===== src/rtl/lpf_decim_pkg.sv =====
// Shared constants and sample helpers for the decimate-by-2 stream stage.
package lpf_decim_pkg;

  localparam int NBITS_C = 12;
  localparam int NSAMP_C = 8;
  localparam int LANE_W  = 16;
  localparam int IN_W    = NBITS_C * NSAMP_C;
  localparam int OUT_W   = LANE_W * NSAMP_C;

  // Extract two's-complement sample i from a packed filter word.
  function automatic logic signed [NBITS_C-1:0] sample_at(input logic [IN_W-1:0] v, input int i);
    return v[NBITS_C*i +: NBITS_C];
  endfunction

  // Place each 12-bit sample in the top of a 16-bit lane; low nibble is zero.
  function automatic logic [OUT_W-1:0] pack12to16(input logic [IN_W-1:0] v);
    logic [OUT_W-1:0] r;
    r = '0;
    for (int j = 0; j < NSAMP_C; j++) begin
      r[LANE_W*j +: LANE_W] = {sample_at(v, j), 4'b0000};
    end
    return r;
  endfunction

endpackage


===== src/rtl/lpf_decim2_stream_fifo.sv =====
// Small synchronous FIFO with a registered first-word-fall-through head.
// A push into a full FIFO is accepted only when the head is popped that cycle.
module decim_stream_fifo #(
  parameter int DEPTH = 4,
  parameter int W     = 129
) (
  input  logic         clk_i,
  input  logic         rst_i,
  input  logic         push_i,
  input  logic [W-1:0] push_data_i,
  input  logic         rdy_i,
  output logic [W-1:0] data_o,
  output logic         vld_o,
  output logic         full_o,
  output logic         empty_o
);

  localparam int AW = $clog2(DEPTH);

  logic [W-1:0]  mem_q [DEPTH];
  logic [AW-1:0] rd_q, rd_d, wr_q, wr_d;
  logic [AW:0]   cnt_q, cnt_d;
  logic [W-1:0]  out_q, out_d;
  logic          vld_q, vld_d;
  logic          pop, push_ok;

  // Pointer/occupancy update and next head selection (bypass when the new head is being written).
  always_comb begin
    full_o  = (cnt_q == (AW+1)'(DEPTH));
    empty_o = (cnt_q == '0);
    pop     = vld_q & rdy_i;
    push_ok = push_i & (~full_o | pop);
    rd_d    = rd_q + AW'(pop);
    wr_d    = wr_q + AW'(push_ok);
    cnt_d   = cnt_q + (AW+1)'(push_ok) - (AW+1)'(pop);
    vld_d   = (cnt_d != '0);
    out_d   = out_q;
    if (cnt_d != '0) begin
      out_d = (push_ok && (wr_q == rd_d)) ? push_data_i : mem_q[rd_d];
    end
  end

  // Control state and registered head; head resets to zero so outputs are clean after reset.
  always_ff @(posedge clk_i) begin
    if (rst_i) begin
      rd_q  <= '0;
      wr_q  <= '0;
      cnt_q <= '0;
      vld_q <= 1'b0;
      out_q <= '0;
    end else begin
      rd_q  <= rd_d;
      wr_q  <= wr_d;
      cnt_q <= cnt_d;
      vld_q <= vld_d;
      out_q <= out_d;
    end
  end

  // Storage array, data only.
  always_ff @(posedge clk_i) begin
    if (push_ok) mem_q[wr_q] <= push_data_i;
  end

  assign data_o = out_q;
  assign vld_o  = vld_q;

endmodule


===== src/rtl/lpf_decim2_stream.sv =====
// Keeps the even samples of every other filter output cycle and packs two
// half-beats into one 128-bit stream beat, with frame marker and drop counting.
module lpf_decim2_stream
  import lpf_decim_pkg::*;
#(
  parameter int NBITS       = 12,
  parameter int NSAMP       = 8,
  parameter int FIFO_DEPTH  = 4,
  parameter int FRAME_BEATS = 64
) (
  input  logic                   clk_i,
  input  logic                   rst_i,
  input  logic                   en_i,
  input  logic [NBITS*NSAMP-1:0] in_i,
  output logic [16*NSAMP-1:0]    dec_tdata,
  output logic                   dec_tvalid,
  input  logic                   dec_tready,
  output logic                   dec_tlast,
  output logic                   ovf_o,
  output logic [15:0]            ovf_cnt_o,
  input  logic                   ovf_clr_i
);

  localparam int HALF_W = NBITS * NSAMP / 2;
  localparam int FCW    = (FRAME_BEATS > 1) ? $clog2(FRAME_BEATS) : 1;
  localparam logic [FCW-1:0] FRAME_LAST = FCW'(FRAME_BEATS - 1);

  logic              ph_q, ph_d;
  logic [HALF_W-1:0] hold_q, hold_d;
  logic [FCW-1:0]    frame_cnt_q, frame_cnt_d;
  logic              ovf_q, ovf_d;
  logic [15:0]       ovf_cnt_q, ovf_cnt_d;
  logic              beat_vld, beat_last;
  logic [IN_W-1:0]   beat_samp;
  logic [OUT_W:0]    fifo_in, fifo_out;
  logic              fifo_full, fifo_empty, fifo_pop, drop;

  function automatic logic [15:0] sat_inc16(input logic [15:0] v);
    return (v == 16'hFFFF) ? v : v + 16'd1;
  endfunction

  // Phase toggle, half-beat capture and beat assembly.
  always_comb begin
    ph_d     = 1'b0;
    hold_d   = hold_q;
    beat_vld = 1'b0;
    if (en_i) begin
      ph_d = ~ph_q;
      if (!ph_q) begin
        for (int j = 0; j < NSAMP/2; j++) hold_d[NBITS*j +: NBITS] = sample_at(in_i, 2*j);
      end else begin
        beat_vld = 1'b1;
      end
    end
    beat_samp = '0;
    for (int j = 0; j < NSAMP/2; j++) begin
      beat_samp[NBITS*j +: NBITS]             = hold_q[NBITS*j +: NBITS];
      beat_samp[NBITS*(j+NSAMP/2) +: NBITS] = sample_at(in_i, 2*j);
    end
  end

  // Frame position advances on every produced beat, stored or dropped.
  always_comb begin
    beat_last   = (frame_cnt_q == FRAME_LAST);
    frame_cnt_d = en_i ? frame_cnt_q : '0;
    if (beat_vld) frame_cnt_d = beat_last ? '0 : frame_cnt_q + FCW'(1);
  end

  // Drop detection and sticky/saturating overflow bookkeeping.
  always_comb begin
    fifo_pop  = ~fifo_empty & dec_tready;
    drop      = beat_vld & fifo_full & ~fifo_pop;
    ovf_d     = ovf_q;
    ovf_cnt_d = ovf_cnt_q;
    if (drop) begin
      ovf_d     = 1'b1;
      ovf_cnt_d = ovf_clr_i ? 16'd1 : sat_inc16(ovf_cnt_q);
    end else if (ovf_clr_i) begin
      ovf_d     = 1'b0;
      ovf_cnt_d = '0;
    end
  end

  // Control registers.
  always_ff @(posedge clk_i) begin
    if (rst_i) begin
      ph_q        <= 1'b0;
      frame_cnt_q <= '0;
      ovf_q       <= 1'b0;
      ovf_cnt_q   <= '0;
    end else begin
      ph_q        <= ph_d;
      frame_cnt_q <= frame_cnt_d;
      ovf_q       <= ovf_d;
      ovf_cnt_q   <= ovf_cnt_d;
    end
  end

  // Held half-beat; stale content is harmless because phase 0 always rewrites it.
  always_ff @(posedge clk_i) begin
    hold_q <= hold_d;
  end

  assign fifo_in = {beat_last, pack12to16(beat_samp)};

  decim_stream_fifo #(
    .DEPTH (FIFO_DEPTH),
    .W     (OUT_W + 1)
  ) u_fifo (
    .clk_i       (clk_i),
    .rst_i       (rst_i),
    .push_i      (beat_vld),
    .push_data_i (fifo_in),
    .rdy_i       (dec_tready),
    .data_o      (fifo_out),
    .vld_o       (dec_tvalid),
    .full_o      (fifo_full),
    .empty_o     (fifo_empty)
  );

  assign dec_tdata = fifo_out[OUT_W-1:0];
  assign dec_tlast = fifo_out[OUT_W];
  assign ovf_o     = ovf_q;
  assign ovf_cnt_o = ovf_cnt_q;

endmodule


===== config.mk =====
export PLATFORM = sky130hd
export DESIGN_NAME = lpf_decim2_stream
export DESIGN_NICKNAME = d
export VERILOG_FILES = /design/src/rtl/lpf_decim_pkg.sv /design/src/rtl/lpf_decim2_stream_fifo.sv /design/src/rtl/lpf_decim2_stream.sv
export SDC_FILE = /design/constraint.sdc
export NUM_CORES = 1
export LEC_CHECK = 0
export ABC_CLOCK_PERIOD_IN_PS = 26200
export CORE_MARGIN = 5
export CORE_UTILIZATION = 25
export CTS_CLUSTER_SIZE = 20
export DETAILED_ROUTE_END_ITERATION = 10
export GPL_TIMING_DRIVEN = 0
export PLACE_DENSITY = 0.45
export SLEW_MARGIN = 20
export SYNTH_ARGS = -nofsm -noshare
export SYNTH_HDL_FRONTEND = slang
export SYNTH_SLANG_ARGS = --single-unit

===== constraint.sdc =====
create_clock -name clk_i -period 26.2 [get_ports clk_i]
set_clock_uncertainty 0.1 [all_clocks]
set_input_delay 2.62 -clock clk_i [delete_from_list [all_inputs] [get_ports clk_i]]
set_output_delay 2.62 -clock clk_i [all_outputs]
set_load 0.01 [all_outputs]

==> metrics, run 1 <==
metal3 WL 2.35 mm; Critical R2R Launch u_fifo.cnt_q[2]; PortBufs 166; Hold WS 0.333 ns; die width 299 microns; TritonCTS clock tree yes; Setup WS pre-CTS 18.98 ns; n_diodes 0; Initial DRT Pass Iterations 4; via/cell ratio 4.33; Overall Power 2.59 mW; Post-CTS Setup Repair Bufs 0; final-stage net count 1606; most frequent cells in the layout 436 x edfxtp_1, 210 x nand2_1, 166 x clkdlybuf4s50_1; metal2 WL 25.9 mm; Fin. Hold Viols 0; synthesized instance count 1203; Initial Util 25.3%; WL per Instance 20.1 microns; RSZ-0062 raised after global routing no; Synth Area per Inst 17.3 sq um; worst-path maximum fanout 10; vias 11343; iteration-0 DRC count of the detailed router 663; post-cts hold buffer count 0; reg-to-reg endpoint u_fifo.data_o[10]; crit path to u_fifo.data_o[10]; Hold WC Path Type reg -> reg; TNS Setup 0 ns; GRT overflow 0; PD cells 97.2 nW/um^2; I/O pins 248; CP Data Required Time 26.63 ns; synth top area cells edfxtp_1 63%, dfxtp_1 12%, mux4_2 10%; Post-synth EDFFs 436; synth unique cells 50; mapped cell area 20800 sq um; Slew Limit Fails 0; ys async rst share 0%; Crit. End Element flop; actual slew at the worst max-slew pin 0.988 ns; placed cells 2500; post-route ant nets 0; Final Cycle Share 24.4%; area delta synth->final 27.6%; GRT Total Usage 11.7%; clock buffer count from CTS 66; Clk pin slew, worst setup/hold paths 0.06 ns; Leak 9.01 nW; commonest non-fill, non-tap cell in the layout edfxtp_1; synthesized flop and latch total 565; Met1 Wirelength 23.2 mm; Worst Reg-to-Reg Cells 12; Top Metal Used met4; CORE AREA 82400 sq um; clk sinks 565; prevailing post-synth register cell edfxtp_1; post_cts resized 0; Max Buffers Root-to-Sink 3; Worst VDD drop 0.0000447 V; Final WS setup 19.82 ns; Ys Warns 0; Yosys top cell area share 62.8%; cell taking the most area after synthesis edfxtp_1; outcome completed; Crit. Startpoint dec_tready; final WL 52.6 mm; largest net degree at the start of global routing 37; Crit Path Class in -> reg; full die area 89200 sq um; Final Setup Violations 0; Startpoint Class input port; FP Rows 105; initial antenna violation count 1; first-pass GRT wire length 79.2 mm; placer congestion estimate 0.722; Max-Cap Viols 0; clk root buf clkbuf_16; Data arrival, critical path 6.81 ns; Hold Path Stages 2; residual DRC count 0; vias in the first global route 11953; Post-DP HPWL 34.5 mm; H-tree depth 3; achievable frequency 157 MHz; Seq/Total Area, Yosys 75.2%; Vert. Die Dim 299 microns; Worst slew margin 34.1%; Layout Cells excl Fill 2622; min Tclk post-route 6.38 ns; reg-to-reg setup timing slack 21.85 ns; worst-skew pair later-pin latency 0.59 ns; share of post-route cells with drive strength above 1 18.4%
==> state kept, by name, indices dropped and copies added, names as in the netlist <==
| signal | cells |
|---|---|
| u_fifo.rd_q | 2 |
| ovf_o | 1 |
| u_fifo.data_o | 97 |
| u_fifo.cnt_q | 3 |
| ph_q | 1 |
| ovf_cnt_o | 16 |
| u_fifo.vld_o | 1 |
| frame_cnt_q | 6 |
| hold_q | 48 |
| u_fifo.wr_q | 2 |
| u_fifo.mem_q | 388 |
==> cell type report <==
cell class | instances | area (sq um)
multi-input combinational | 572 | 4800
clock inverter | 31 | 318
clock buffer | 91 | 1820
inverter | 7 | 26.3
timing repair buffer | 196 | 2120
buffer | 90 | 507
tap | 1070 | 1340
fill | 7961 | 55800
sequential | 565 | 15700
==> cells by family (layout without fill, tap and decap cells) <==
family / Yosys count / after routing / share of synthesized area [%]
AO/OA/AOI/OAI: 131 / 131 / 4.51
XOR/XNOR: 11 / 11 / 0.607
adder cells (fa/ha/maj): 7 / 7 / 0.456
buffers and inverters: 97 / 415 / 2.55
flip-flops: 565 / 565 / 75.2
multiplexers: 99 / 99 / 10.6
other: 1 / 32 / 0.0180
AND/OR/NAND/NOR: 292 / 292 / 6.05
==> synth_stat cells, types with 3 or more instances <==
| library cell | n |
|---|---|
| edfxtp_1 | 436 |
| nand2_1 | 210 |
| dfxtp_1 | 129 |
| a22oi_1 | 97 |
| mux4_2 | 97 |
| clkbuf_1 | 36 |
| buf_4 | 35 |
| nor2_1 | 24 |
| a21oi_1 | 15 |
| buf_2 | 11 |
| nand3_1 | 11 |
| nor2b_1 | 8 |
| inv_1 | 7 |
| and3_1 | 6 |
| ha_1 | 6 |
| xor2_1 | 6 |
| buf_1 | 5 |
| o21ai_0 | 5 |
| nand4_1 | 4 |
| nor3_1 | 4 |
| a211oi_1 | 3 |
| buf_6 | 3 |
| nor3b_1 | 3 |
| o211ai_1 | 3 |
| or3_1 | 3 |
| xnor2_1 | 3 |
==> power breakdown <==
group          total, mW  switching [mW]  internal [mW]
Combinational      0.605           0.328          0.277
Clock              0.903           0.364          0.538
Sequential          1.08          0.0391           1.04
Total               2.59           0.732           1.85
==> worst max-delay path, cell delays in order <==
cell and delay (ns):
clkdlybuf4s50_1 0.45, nand2_1 0.15, inv_1 0.09, ha_1 0.27, inv_1 0.03, ha_1 0.21, fa_1 0.42, xor3_1 0.30
nor3b_2 0.45, nor2b_1 0.18, buf_2 0.51, buf_4 0.36, clkbuf_1 0.57, nand2_1 0.12, nand2_1 0.08
==> through the flow <==
stage                     utilization, %  cell area (sq um)
after floorplan                        -              21000
after global placement              29.1              24000
after detailed placement            29.7              24500
after CTS                           32.3              26600
after global routing                32.3              26600
final                               32.3              26600
==> layer usage <==
metal  vias to the layer above  track usage [%]
met5                         -                0
met4                         0             3.79
met1                      5808             15.3
met3                        65             2.23
li1                       5212                -
met2                       258             19.8
==> how the worst min path moves through the flow <==
stage / start / end / slack (ns)
after floorplan: frame_cnt_q[5] / frame_cnt_q[5] / 0.36
after global placement: u_fifo.data_o[29] / u_fifo.data_o[29] / 0.32
after detailed placement: u_fifo.data_o[55] / u_fifo.data_o[55] / 0.33
after CTS: u_fifo.data_o[55] / u_fifo.data_o[55] / 0.34
after global routing: u_fifo.data_o[90] / u_fifo.data_o[90] / 0.35
final: u_fifo.data_o[86] / u_fifo.data_o[86] / 0.33
Note: power is estimated with default switching activity, not from simulation.
==> run 2, diff against run 1 <==
Settings changed: ABC_CLOCK_PERIOD_IN_PS 26200 to 5790, PLACE_DENSITY 0.45 to 0.46.
Clock period 26.2 ns to 5.79 ns, I/O delays scaled along.
==> run 2 against run 1 <==
Combinational power grew to 4.5 times the previous value. Sequential share of layout area decreased by 0.54 points. First-iteration DRC count is 5.3% higher. Worst hold slack got worse by 0.0012 ns. Final cell count shrank 0.11%. Non-clock buffer count is 8 lower. Core utilization increased by 0.30 points. Register-to-register slack worse by 20 ns. Critical path depth unchanged.
==> metrics, run 2 (synthesis results as in run 1) <==
Met1 Wirelength 22.2 mm; TritonCTS clock tree yes; Worst Reg-to-Reg Cells 12; Gate power share 22.6%; clk sinks 565; CORE AREA 82400 sq um; metal3 WL 2.48 mm; first-pass GRT wire length 78.7 mm; Biggest register u_fifo.mem_q; sequential share of power 40.3%; initial antenna violation count 2; min Tclk post-route 4.21 ns; post_cts resized 0; Leak 9.11 nW; area post-placement 24400 sq um; final instance area 26800 sq um; I/O pins 248; H-tree depth 3; Overall Power 12.1 mW; achievable frequency 237 MHz; residual DRC count 0; switching power 3.38 mW; actual slew at the worst max-slew pin 0.954 ns; Data arrival, critical path 4.65 ns; RSZ-0062 raised after global routing no; share of post-route cells with drive strength above 1 19.3%; Slew Limit Fails 0; Final Cycle Share 72.8%; cell-internal power 8.72 mW; Initial Util 25.3%; Vert. Die Dim 299 microns; final-stage net count 1599; area delta synth->final 28.8%; final WL 52.5 mm; metal2 WL 26.8 mm; Max Buffers Root-to-Sink 3; Max-Cap Viols 0; Post-CTS Setup Repair Bufs 0; post-route ant nets 0; vias 11303; Initial DRT Pass Iterations 5; final core occ 32.6%; die width 299 microns; Startpoint Class input port; GRT overflow 0; Hold WC Path Type reg -> reg; Fin. Hold Viols 0; Final Setup Violations 0; TNS Setup 0 ns; clock buffer count from CTS 67; FP Rows 105; Crit Path Class in -> reg; worst-path maximum fanout 10; PortBufs 166; Top Metal Used met4; largest net degree at the start of global routing 39; placed cells 2492; Worst slew margin 36.4%; GRT Total Usage 11.6%; via/cell ratio 4.32; Layout Cells excl Fill 2619; commonest non-fill, non-tap cell in the layout edfxtp_1; CP Data Required Time 6.23 ns; Worst VDD drop 0.000209 V; outcome completed; most frequent cells in the layout 436 x edfxtp_1, 210 x nand2_1, 166 x clkdlybuf4s50_1; iteration-0 DRC count of the detailed router 698; post-cts hold buffer count 0; placer congestion estimate 0.705; Post-DP HPWL 34.2 mm; clk root buf clkbuf_16; full die area 89200 sq um; Clk pin slew, worst setup/hold paths 0.05 ns; vias in the first global route 12011; Crit. End Element flop; max FFs per register 388; Clock power frac 37.1%; WL per Instance 20.0 microns; Hold Path Stages 2; PD cells 451 nW/um^2; Sw Ratio 27.9%; worst-skew pair later-pin latency 0.60 ns
run 2: cell count changes in the layout (fill, tap and decap cells not counted), sizes merged:
| cell | change |
|---|---|
| buf | -8 |
| bufinv | +6 |
| clkbuf | -6 |
| diode | +3 |
| clkinvlp | +2 |
| clkinv | +1 |
| inv | -1 |
run 2: layout make-up:
cell class / instances / area [sq um]
plain buffers: 90 / 509
multi-input cells: 572 / 4800
fillers: 7911 / 55500
clock inverters: 39 / 569
flip-flops and latches: 565 / 15700
inverters: 7 / 26.3
diodes: 3 / 7.51
clock buffers: 85 / 1830
repair buffers: 188 / 2080
well taps: 1070 / 1340
run 2: power groups by stage:
stage / clock network (mW) / registers, mW / logic (mW)
after floorplan: 0 / 5.04 / 1.46
after global placement: 0 / 4.97 / 2.81
after detailed placement: 0 / 4.97 / 2.86
after CTS: 4.65 / 4.88 / 2.86
after global routing: 4.81 / 4.92 / 3.04
final: 4.49 / 4.88 / 2.74
run 2: worst paths after layout:
kind                        to              start  slack (ns)
max          u_fifo.data_o[25]         dec_tready        1.58
min          u_fifo.data_o[87]  u_fifo.data_o[87]        0.33
min reg2reg  u_fifo.data_o[87]  u_fifo.data_o[87]        0.33
max reg2reg  u_fifo.data_o[25]    u_fifo.cnt_q[2]        1.58
run 2: through the flow:
| step | setup WS (ns) | hold slack, ns |
|---|---|---|
| after floorplan | 0.0805 | 0.358 |
| after global placement | -5.01 | 0.329 |
| after detailed placement | 0.788 | 0.329 |
| after CTS | 1.40 | 0.337 |
| after global routing | 1.19 | 0.354 |
| final | 1.58 | 0.332 |
run 2: layer usage:
layer / track usage (%) / vias up
met3: 2.29 / 71
met5: 0 / -
met4: 3.56 / 0
li1: - / 5198
met1: 14.6 / 5792
met2: 20.5 / 242
run 2: critical path, stage by stage:
cell and delay [ns]:
clkdlybuf4s50_1 0.45, nand2_1 0.14, inv_1 0.08, ha_1 0.27
inv_1 0.04, ha_1 0.21, fa_1 0.42, xor3_1 0.31
nor3b_2 0.45, nor2b_1 0.18, buf_2 0.42, buf_4 0.33
clkbuf_1 0.56, nand2_1 0.13, nand2_1 0.08
==> run 3, diff against run 2 <==
Settings changed: ABC_CLOCK_PERIOD_IN_PS 5790 to 3500.
Clock period 5.79 ns to 3.5 ns, I/O delays scaled along.
==> run 3 against run 2 <==
Sequential share of layout area barely moved. Sequential power up 66%. Highest routed layer unchanged. Routed wire length increased by 0.80%. Largest cell class unchanged. Worst setup slack worse by 1.3 ns. Sequential cell count is the same. Core utilization about the same. Clock power rose by 47%. Total power is 61% higher. Via count grew 0.62%.
==> metrics, run 3 (synthesis results as in run 1) <==
outcome completed; Initial DRT Pass Iterations 5; final instance area 26800 sq um; TritonCTS clock tree yes; Setup WS pre-CTS -1.50 ns; H-tree depth 3; hold_sp rst_i; residual DRC count 0; Largest stage delay, worst path 0.39 ns; Fin. Hold Viols 0; WL per Instance 20.1 microns; GRT Total Usage 11.6%; FF+latch area 15700 sq um; Max Buffers Root-to-Sink 3; Post-DP HPWL 34.9 mm; first-pass GRT wire length 78.6 mm; Final Setup Violations 0; crit path to u_fifo.data_o[13]; Crit Path Class reg -> reg; Worst slew margin 32.1%; worst-skew pair later-pin latency 0.60 ns; vias in the first global route 11975; initial antenna violation count 4; worst-path maximum fanout 10; Multi-input gate area 4860 sq um; actual slew at the worst max-slew pin 1.02 ns; final WL 52.9 mm; Data arrival, critical path 3.64 ns; Worst Reg-to-Reg Cells 15; share of post-route cells with drive strength above 1 20.1%; post-route ant nets 0; reg-to-reg endpoint u_fifo.data_o[13]; Leak 9.12 nW; Final WS setup 0.227 ns; die width 299 microns; crit-path cells nand2_4 -> inv_1 -> ha_1 -> inv_1 -> ha_1 -> fa_1 -> xor3_1 -> nor3b_4 -> buf_6 -> nor3b_4 -> buf_12 -> buf_4 -> buf_6 -> a22oi_1 -> nand2_1; via/cell ratio 4.33; max FFs per register 388; Clk pin slew, worst setup/hold paths 0.05 ns; Crit. Startpoint u_fifo.vld_o; Vert. Die Dim 299 microns; GRT overflow 0; Slew Limit Fails 0; commonest non-fill, non-tap cell in the layout edfxtp_1; clk root buf clkbuf_16; PD cells 726 nW/um^2; RSZ-0062 raised after global routing no; PortBufs 166; iteration-0 DRC count of the detailed router 761; clock buffer count from CTS 66; Hold WC Path Type in -> reg; Final Cycle Share 93.5%; clk sinks 565; Slowest-stage cell, CP fa_1; Startpoint Class flop; crit path buf inv count 6; CORE AREA 82400 sq um; vias 11373; full die area 89200 sq um; Worst VDD drop 0.000378 V; area post-placement 24500 sq um; min Tclk post-route 3.27 ns; Fill cells 7968; area delta synth->final 28.7%; Crit. End Element flop; Initial Util 25.3%; CP Depth 15; placer congestion estimate 0.731; final-stage net count 1609; CP Data Required Time 3.86 ns; Max-Cap Viols 0; achievable frequency 306 MHz; most frequent cells in the layout 436 x edfxtp_1, 209 x nand2_1, 166 x clkdlybuf4s50_1; CP top delay family adder cells; largest net degree at the start of global routing 31; TNS Setup 0 ns; Critical R2R Launch u_fifo.vld_o; reg-to-reg setup timing slack 0.23 ns; I/O pins 248; Biggest register u_fifo.mem_q; FP Rows 105
[run 3: cell count changes in the layout (fill, tap and decap cells not counted), sizes merged]
| cell | change |
|---|---|
| clkbuf | +7 |
| clkinvlp | -4 |
| buf | +14 |
| clkinv | -1 |
| diode | -1 |
| bufinv | -9 |
[run 3: what timing repair did]
| item | in CTS | in global routing |
|---|---|---|
| pin swaps | 2 | 2 |
| endpoints found under the setup margin | 97 | 55 |
| setup buffers | 8 | 1 |
| hold buffers | 0 | 0 |
| resized for setup | 21 | 11 |
[run 3: where the power goes]
part	leakage, nW	switching [mW]	internal (mW)
combinational	3.06	2.51	2.25
sequential	5.02	0.310	7.78
clock	1.04	2.67	3.95
[run 3: worst min-delay path by stage]
stage,endpoint,slack [ns],cells after the start
3_3_place_gp,u_fifo.data_o[117],0.33,2
4_1_cts,u_fifo.rd_q[1],0.1,2
5_1_grt,u_fifo.rd_q[1],0.12,2
3_5_place_dp,u_fifo.data_o[102],0.33,2
2_1_floorplan,hold_q[0],0.35,0
6_report,u_fifo.rd_q[1],0.11,2
[run 3: per-layer routing]
metal | vias up | wire [microns] | track usage (%)
li1 | 5209 | - | -
met1 | 5821 | 22600 | 14.9
met2 | 272 | 26700 | 20.1
met3 | 71 | 2540 | 2.09
met4 | 0 | 1080 | 3.91
met5 | - | 0 | 0
[run 3: per-stage QoR]
step / power, mW / utilization (%) / cells / hold slack, ns
after CTS: 19.9 / 32.5 / 2623 / 0.0954
after floorplan: 10.8 / - / 1234 / 0.349
after global placement: 12.9 / 29.1 / 2470 / 0.326
after global routing: 20.5 / 32.6 / 2625 / 0.121
after detailed placement: 13.0 / 29.8 / 2496 / 0.328
final: 19.5 / 32.6 / 2625 / 0.108
[run 3: area by class of cell]
type                       instances  area share, %
buffer                            87           1.99
clock buffer                      95           7.10
multi-input combinational        572           18.1
clock inverter                    25          0.788
antenna                            2         0.0187
timing repair buffer             202           8.44
sequential                       565           58.4
inverter                           7         0.0980
tap                             1070           4.99
